===== src/rtl/norm_row_collector.sv =====
// Packs every `col` consecutive normalized words into one row and queues finished
// rows in a 2-entry FIFO towards the output-memory writer; dropped rows set a sticky flag.
module norm_row_collector #(
   parameter int bw_psum = 11,
   parameter int col     = 8
) (
   input  logic                          clk,
   input  logic                          reset,
   input  logic [bw_psum-1:0]            psum_norm,
   input  logic                          norm_valid,
   input  logic                          clear,
   output logic [bw_psum*col-1:0]        row_out,
   output logic                          row_valid,
   input  logic                          row_ready,
   output logic [$clog2(col+1)-1:0]      word_cnt,
   output logic                          overflow
);

   localparam int               CW   = $clog2(col + 1);
   localparam int               RW   = bw_psum * col;
   localparam logic [CW-1:0]    LAST = CW'(col - 1);

   // Slots 0..col-2 only; the last word goes straight from the input into the FIFO.
   logic [bw_psum*(col-1)-1:0]  asm_q;
   logic [RW-1:0]               row_d;
   logic [RW-1:0]               mem_q [2];
   logic [CW-1:0]               cnt_q, cnt_d;
   logic [1:0]                  occ_q, occ_d;
   logic                        rd_q, wr_q, ovf_q;
   logic                        take, push, pop, accept;

   always_comb begin
      // NOTE: every signal gets a default first so no path leaves it unassigned (no latch).
      take   = norm_valid && !clear;
      push   = take && (cnt_q == LAST);
      pop    = (occ_q != 2'd0) && row_ready;
      accept = push && ((occ_q != 2'd2) || pop);
      row_d  = {psum_norm, asm_q};
      cnt_d  = cnt_q;
      if (clear || push) begin
         cnt_d = '0;
      end else if (take) begin
         cnt_d = cnt_q + CW'(1);
      end
      occ_d = occ_q + {1'b0, accept} - {1'b0, pop};
   end

   // Assembly contents are don't-care after reset or clear, so they carry no reset.
   always_ff @(posedge clk) begin
      for (int k = 0; k < col - 1; k++) begin
         if (take && (cnt_q == CW'(k))) begin
            asm_q[k*bw_psum +: bw_psum] <= psum_norm;
         end
      end
   end

   always_ff @(posedge clk) begin
      if (reset) begin
         // NOTE: FIFO storage is reset too, so row_out reads zero straight out of reset.
         for (int i = 0; i < 2; i++) begin
            mem_q[i] <= '0;
         end
         cnt_q <= '0;
         occ_q <= '0;
         rd_q  <= 1'b0;
         wr_q  <= 1'b0;
         ovf_q <= 1'b0;
      end else begin
         // NOTE: non-blocking assignments so every register samples pre-edge values.
         cnt_q <= cnt_d;
         occ_q <= occ_d;
         if (accept) begin
            mem_q[wr_q] <= row_d;
            wr_q        <= ~wr_q;
         end
         if (pop) begin
            rd_q <= ~rd_q;
         end
         if (push && !accept) begin
            ovf_q <= 1'b1;
         end
      end
   end

   assign row_out   = mem_q[rd_q];
   assign row_valid = (occ_q != 2'd0);
   assign word_cnt  = cnt_q;
   assign overflow  = ovf_q;

endmodule


===== config.mk =====
export PLATFORM = sky130hd
export DESIGN_NAME = norm_row_collector
export DESIGN_NICKNAME = d
export VERILOG_FILES = /design/src/rtl/norm_row_collector.sv
export SDC_FILE = /design/constraint.sdc
export NUM_CORES = 1
export LEC_CHECK = 0
export CAP_MARGIN = 20
export CELL_PAD_IN_SITES_DETAIL_PLACEMENT = 1
export CELL_PAD_IN_SITES_GLOBAL_PLACEMENT = 2
export CORE_UTILIZATION = 45
export CTS_BUF_LIST = sky130_fd_sc_hd__clkbuf_16
export DETAILED_ROUTE_END_ITERATION = 16
export PLACE_DENSITY_LB_ADDON = 0.1
export SLEW_MARGIN = 20
export SYNTH_ARGS = -nofsm -noshare
export SYNTH_HDL_FRONTEND = slang
export SYNTH_SLANG_ARGS = --single-unit

===== constraint.sdc =====
create_clock -name clk -period 9.7 [get_ports clk]
set_input_delay 1.94 -clock clk [delete_from_list [all_inputs] [get_ports clk]]
set_output_delay 1.94 -clock clk [all_outputs]
set_load 0.01 [all_outputs]

* Word level (Yosys, flattened, before mapping)
Memory sizes are Yosys's and may differ from the RTL's. A register that Yosys moved wholly into a read port is not among the register bits.
Index checks and enable logic that the tools add are counted.
** Word-level totals
- Register bits :: 86
- Bits in writable memories :: 176
- Bits of input ports :: 16
- Word-level logic and storage cells :: 56
- Memories :: 1
** Operators by class
- Add/sub/neg operators :: 3
- Equal/unequal tests :: 8
- Mux-type cells :: 10
- Bitwise logic cells :: 2
- Reductions and logical operators :: 20
** Memories
- mem_q :: depth 2, width 88, read ports 1, clocked after Yosys merged registers in 1, wr ports 2, RTL line 26 : logic [RW-1:0] mem_q [2];
** Operators by type and width (number)
- 88-bit 2-to-1 mux :: 1
- 88-bit OR reduction :: 1
- 4-bit by 3-bit equality test with 1-bit output, second input constant :: 4
- 1-bit logical AND :: 12
- 1-bit 2-to-1 mux :: 9
- 4-bit by 2-bit equality test with 1-bit output, second input constant :: 2
- 4-bit by 1-bit adder with 4-bit output, second input constant :: 1
- 4-bit by 1-bit equality test with 1-bit output, second input constant :: 1
- 4-bit zero test :: 1
- 2-bit by 1-bit adder with 2-bit output :: 1
- 1-bit zero test :: 2
- 1-bit logical OR :: 2
- 2-bit inequality test, second input constant :: 1
- 1-bit inverter :: 2
- 2-bit nonzero test :: 1
- 2-bit OR reduction :: 1
- 2-bit by 1-bit subtractor with 2-bit output :: 1

* Logic depth before layout (Yosys ltp)
Gate-level depths: netlist of the first run.
- Depth in word-level cells :: 9
- Mapped depth :: 10
- Depth with buffers taken out :: 10

* Least setup slack after synthesis of the first run
No wires, ideal clock.
- Path type :: input to register
- From :: in norm_valid
- To :: mem mem_q[0][0] (netlist name) (enable)
- Library setup time :: 0.553 ns
- Data arrival time :: 6.657 ns
- Data required time :: 9.147 ns
- Setup slack :: 2.491 ns
- Stages :: 5
- Path buffers :: 1
- Path through :: buf_4 -> nand4bb_4 -> nor3_1 -> inv_1 -> o21bai_1
** RTL lines
- from (decl) :: RTL line 10 : input logic norm_valid,
- to (decl) :: RTL line 26

==> results_dict.tcl, run 1 <==
set metrics [dict create \
    die-area_um2 24000 \
    hp-start "overflow" \
    synth_edf_count 253 \
    leakagePower_nw 4.57 \
    drtIter0Drc 243 \
    postSynthNetCount 635 \
    cts_sinks 263 \
    use_met2 0.332 \
    setup_slack_ns 4.88 \
    register_area_um2 7800 \
    fin_area_um2 12800 \
    grt_pass1_vias 5624 \
    synth_cell_types 38 \
    avgSynthCellArea_um2 17.2 \
    min_period_ns 4.82 \
    yosysTopAreaCell "edfxtp_1" \
    worst_hold_slack_ns 0.498 \
    yosysWarnings 0 \
    min_period_over_period 0.497 \
    yosysMostFrequentCell "edfxtp_1" \
    path_max_fanout 67 \
    tns_ns 0 \
    dp_cells 1009 \
    yosysSeqAreaShare 0.740 \
    antenna_found_initial 3 \
    clockBufferDepth 3 \
    nets 748 \
    synth_area_um2 10500 \
    clock_latency_ns 0.52 \
    hold_buffers 0 \
    place_area_um2 11900 \
    finalMaxSlewViolations 0 \
    multi_input_area_um2 2540 \
    grt_busiest_layer "met2" \
    grt_pass1_wl_mm 33.1 \
    synth_top_area_share 0.721 \
    antenna_left 0 \
    met1_usage 0.243 \
    arrival_ns 2.88 \
    fp.coreArea_um2 22800 \
    die_w_um 155 \
    vdd_drop_max_mv 0.102 \
    grt_start_max_net_pins 89 \
    cts_made_buffers 27 \
    hold_path_class "reg2reg" \
    power_mw 2.35 \
    tightest_slew_ns 0.977 \
    start_util 0.462 \
    ys_top_cells_by_count "edfxtp_1, and2_1, mux2_2, clkbuf_1" \
    hold_viol 0 \
    root_buffer "clkbuf_16" \
    fin_util 0.560 \
    gp_congestion 0.773 \
    worstPathRequired_ns 7.76 \
    htree_levels 1 \
    areaGrowthSynthToFinish_pct 21.1 \
    hpwl_mm 12.4 \
    postCtsSetupBuffers 0 \
    row_count 55 \
    min_to "overflow" \
    port_buffers 109 \
    dr.pass1.iters 4 \
    viasPerCell 4.92 \
    worstHoldPathCells 2 \
    use_met3 0.0273 \
    async_flop_share 0 \
    drv_cap 0 \
    clock_skew_ns 0.0168 \
    dr_total_vias 5201 \
    clkTransAtPathRegs_ns 0.06 \
    rr_endpoint "mem_q[0][35]" \
    crit_path_end_kind "output pin" \
    layout-drive-gt1-share 0.213 \
    drcViolationCount 0 \
    grt_overflow 0 \
    dpl_worst_slack_ns 4.18 \
    die_height_um 155 \
    synthTopCellsByArea "edfxtp_1, and2_1, mux2_2" \
    status "complete, no violations" \
    cts_resized 0 \
    reg2reg_from "word_cnt[0]" \
    rsz0062_at_grt "no" \
    fmax_ghz 0.207 \
    synth_cells 613 \
    fin_cells 1058 \
    setup_viol 0 \
    ys.flop_type "edfxtp_1" \
    powerDensity_nw_per_um2 185 \
    diodes 0 \
    start_kind "flip-flop" \
    cp_slowest_cell "buf_4" \
    routed_wl_mm 21.8 \
    routedWlPerCell_um 20.6 \
    grt_util_all_layers 0.187 \
    cts_tree "done" \
    critPathMaxStageDelay_ns 0.79 \
    slew-limit-headroom 0.349 \
    ioPinCount 110 \
    path_cells "buf_4 > mux2_2 > clkdlybuf4s50_1" \
    synth_seq_cells 263 \
    reg2reg_slack_ns 6.61 \
    nFillCells 2071 \
    path_class "reg2out" \
    r2r_cells 6 \
]
-- sequential cells by signal, summed over array words and instances, names as in the netlist, named ones only --
name and count:
mem_q 176, wr_q 1, rd_q 1, asm_q 77
occ_q 2, word_cnt 4, overflow 1
-- how the worst max path moves through the flow --
stage / endpoint / slack (ns) / depth (start not counted)
3_3_place_gp: mem_q[0][30] / 4.29 / 6
6_report: row_out[45] / 4.88 / 3
3_5_place_dp: mem_q[0][27] / 4.18 / 6
5_1_grt: row_out[0] / 4.71 / 3
2_1_floorplan: mem_q[0][0] / 2.49 / 5
4_1_cts: mem_q[0][29] / 4.73 / 6
-- kinds of logic after synthesis --
| logic type | synth area share |
|---|---|
| adder cells (fa/ha/maj) | 0.00713 |
| AO/OA/AOI/OAI | 0.00392 |
| AND/OR/NAND/NOR | 0.129 |
| XOR/XNOR | 0.00416 |
| buffers and inverters | 0.0203 |
| multiplexers | 0.0950 |
| flip-flops | 0.740 |
-- cell type report --
type	count	area share
Clock inverter	21	0.0132
Sequential cell	263	0.612
Tap cell	313	0.0307
Clock buffer	27	0.0530
Multi-Input combinational cell	314	0.199
Inverter	5	0.00147
Timing Repair Buffer	115	0.0906
-- per-layer routing --
layer / vias up / share of wire
li1: 2431 / -
met1: 2630 / 0.43
met2: 115 / 0.52
met3: 25 / 0.042
met4: 0 / 0.014
met5: - / 0
-- report_power, final --
group	leakage, nW	internal (mW)	switching [mW]
clock network	0.439	0.581	0.406
registers	2.60	1.27	0.00774
logic	1.53	0.0391	0.0495
-- critical path: cells and delay by family (launching register included) --
kind | cells | cell delay [ns]
buf+inv | 2 | 1.27
flops | 1 | 0.56
mux | 1 | 0.45
-- layout by cell type, fill, tap and decap left out, drive strengths merged --
cell           netlist  routed
or2                  1       1
nor3                 3       3
nand4                1       1
clkinvlp             0       1
edfxtp             253     253
a31oi                1       1
o21ai                1       1
o21bai               2       2
xor2                 3       3
and4bb               1       1
mux2                88      88
bufinv               0       3
nor2b                1       1
o21a                 1       1
inv                  5      11
and4                 1       1
clkdlybuf4s50        0     109
a21o                 1       1
ha                   6       6
nand2                1       1
clkinv               0      11
and2               184     184
nand4bb              1       1
nand2b               1       1
or3b                 1       1
nor4b                1       1
nor3b                1       1
nor4                 1       1
xnor2                2       2
mux2i                1       1
buf                 12       6
clkbuf              19      27
nor2                 9       9
dfxtp               10      10
Note: power is estimated with default switching activity, not from simulation.
==> inputs of run 2 (changes only) <==
--- a/config.mk
+++ b/config.mk
@@ -8,7 +8,7 @@
 export CAP_MARGIN = 20
 export CELL_PAD_IN_SITES_DETAIL_PLACEMENT = 1
 export CELL_PAD_IN_SITES_GLOBAL_PLACEMENT = 2
-export CORE_UTILIZATION = 45
+export CORE_UTILIZATION = 38
 export CTS_BUF_LIST = sky130_fd_sc_hd__clkbuf_16
 export DETAILED_ROUTE_END_ITERATION = 16
 export PLACE_DENSITY_LB_ADDON = 0.1
==> constraint.sdc (replaced) <==
create_clock -name clk -period 4.4 [get_ports clk]
set_input_delay 0.88 -clock clk [delete_from_list [all_inputs] [get_ports clk]]
set_output_delay 0.88 -clock clk [all_outputs]
set_load 0.01 [all_outputs]
==> run 2 against run 1 <==
  * Sequential share of layout area decreased by 0.52 points
  * Largest cell class unchanged
  * Sequential power increased by 120%
  * Critical path depth unchanged
  * Non-clock buffer count increased by 1
  * Clock-buffer cell count increased by 2
  * Highest routed layer unchanged
  * Power increased by 120%
  * Wire length increased by 3.8%
  * Hold slack got worse by 0.0077 ns
  * Utilization decreased by 8.5 points
  * Clock skew decreased by 0.0076 ns
  * Global-route usage decreased by 2.2 points
==> results_dict.tcl, run 2 (synthesis results as in run 1) <==
set metrics [dict create \
    status "complete, no violations" \
    fmax_ghz 0.301 \
    dr_total_vias 5237 \
    areaGrowthSynthToFinish_pct 22.1 \
    p_sw_frac 0.200 \
    clock_latency_ns 0.53 \
    fp.coreArea_um2 27100 \
    grt_pass1_wl_mm 34.8 \
    clkTransAtPathRegs_ns 0.06 \
    drv_cap 0 \
    register_area_um2 7800 \
    fin_area_um2 12900 \
    place_area_um2 12000 \
    htree_levels 1 \
    hp-start "overflow" \
    dr.pass1.iters 4 \
    antenna_left 0 \
    port_buffers 109 \
    largest_register_ffs 176 \
    min_period_over_period 0.754 \
    hold_viol 0 \
    reg2reg_from "word_cnt[0]" \
    tns_ns 0 \
    row_count 60 \
    cts_resized 0 \
    die-area_um2 28400 \
    tightest_slew_ns 0.886 \
    final_cell_mix "edfxtp_1, and2_1, clkdlybuf4s50_1" \
    crit_path_end_kind "output pin" \
    hpwl_mm 12.8 \
    grt_start_max_net_pins 89 \
    p_clk_frac 0.422 \
    rsz0062_at_grt "no" \
    grt_pass1_vias 5736 \
    grt_overflow 0 \
    cts_sinks 263 \
    die_height_um 168 \
    root_buffer "clkbuf_16" \
    vdd_drop_max_mv 0.278 \
    viasPerCell 4.68 \
    rr_endpoint "mem_q[1][85]" \
    arrival_ns 2.44 \
    setup_viol 0 \
    p_int_mw 4.18 \
    postCtsSetupBuffers 0 \
    start_kind "flip-flop" \
    reg2reg_slack_ns 1.82 \
    nets 750 \
    min_period_ns 3.32 \
    worstHoldPathCells 2 \
    hold_buffers 0 \
    min_to "overflow" \
    path_class "reg2out" \
    clockBufferDepth 3 \
    worstPathRequired_ns 3.52 \
    drcViolationCount 0 \
    grt_util_all_layers 0.165 \
    pwr-share-comb 0.038 \
    antenna_found_initial 0 \
    powerDensity_nw_per_um2 406 \
    nFillCells 2589 \
    ioPinCount 110 \
    cts_tree "done" \
    drtIter0Drc 259 \
    routed_wl_mm 22.6 \
    die_w_um 168 \
    leakagePower_nw 4.59 \
    path_max_fanout 38 \
    r2r_cells 5 \
    hold_path_class "reg2reg" \
    slew-limit-headroom 0.409 \
    routedWlPerCell_um 20.2 \
    top_register "mem_q" \
    finalMaxSlewViolations 0 \
    gp_congestion 0.733 \
    diodes 0 \
    power_frac_seq 0.539 \
    clock_skew_ns 0.00922 \
    multi_input_area_um2 2540 \
    cts_made_buffers 28 \
    fin_util 0.475 \
    p_sw_mw 1.04 \
    layout-drive-gt1-share 0.209 \
    final_common_cell "edfxtp_1" \
    start_util 0.389 \
]
run 2: cell types whose count changed in the layout (fill, tap and decap cells not counted):
cell and change:
buf_16 -1, inv_1 +3, clkbuf_16 +2, clkinvlp_4 -1
clkinv_2 -4, buf_4 -1, buf_12 +3, bufinv_16 -1
clkinv_1 +2
run 2: through the flow:
stage	power, mW	setup slack, ns	hold WS [ns]	cells
2_1_floorplan	2.94	0.123	0.481	613
3_3_place_gp	3.07	1.04	0.459	1070
3_5_place_dp	3.08	0.963	0.475	1070
4_1_cts	5.28	1.02	0.492	1119
5_1_grt	5.38	0.956	0.547	1119
6_report	5.22	1.08	0.491	1119
run 2: how the worst max path moves through the flow:
stage / from / cells past startpoint / end / slack, ns
after floorplan: norm_valid / 5 / mem_q[0][0] / 0.12
after global placement: norm_valid / 5 / mem_q[1][86] / 1.04
after detailed placement: norm_valid / 5 / mem_q[1][85] / 0.96
after CTS: flip-flop / 3 / row_out[80] / 1.02
after global routing: flip-flop / 3 / row_out[80] / 0.96
final: flip-flop / 3 / row_out[80] / 1.08
run 2: layer usage:
layer  track usage  vias up  wire (µm)
met1         0.210     2684       9900
met4        0.0368        0        267
met2         0.298       96      11700
met5             0        -          0
met3        0.0229       19        698
li1              -     2438          -
run 2: area by class of cell:
class                   count  share of cell area
multi-input cells         314               0.198
clock buffers              29              0.0564
well taps                 372              0.0362
repair buffers            116              0.0918
clock inverters            20              0.0101
flip-flops and latches    263               0.606
inverters                   5             0.00146
run 2: critical path, stage by stage, from the launching register on:
cell	delay [ns]
dfxtp_4	0.43
buf_4	0.52
mux2_2	0.45
clkdlybuf4s50_1	0.49
run 2: power groups by stage:
stage	clock network, mW	registers, mW	logic (mW)
after global placement	0	2.87	0.204
after CTS	2.26	2.82	0.206
after detailed placement	0	2.87	0.205
final	2.21	2.82	0.199
after floorplan	0	2.87	0.0756
after global routing	2.35	2.82	0.212
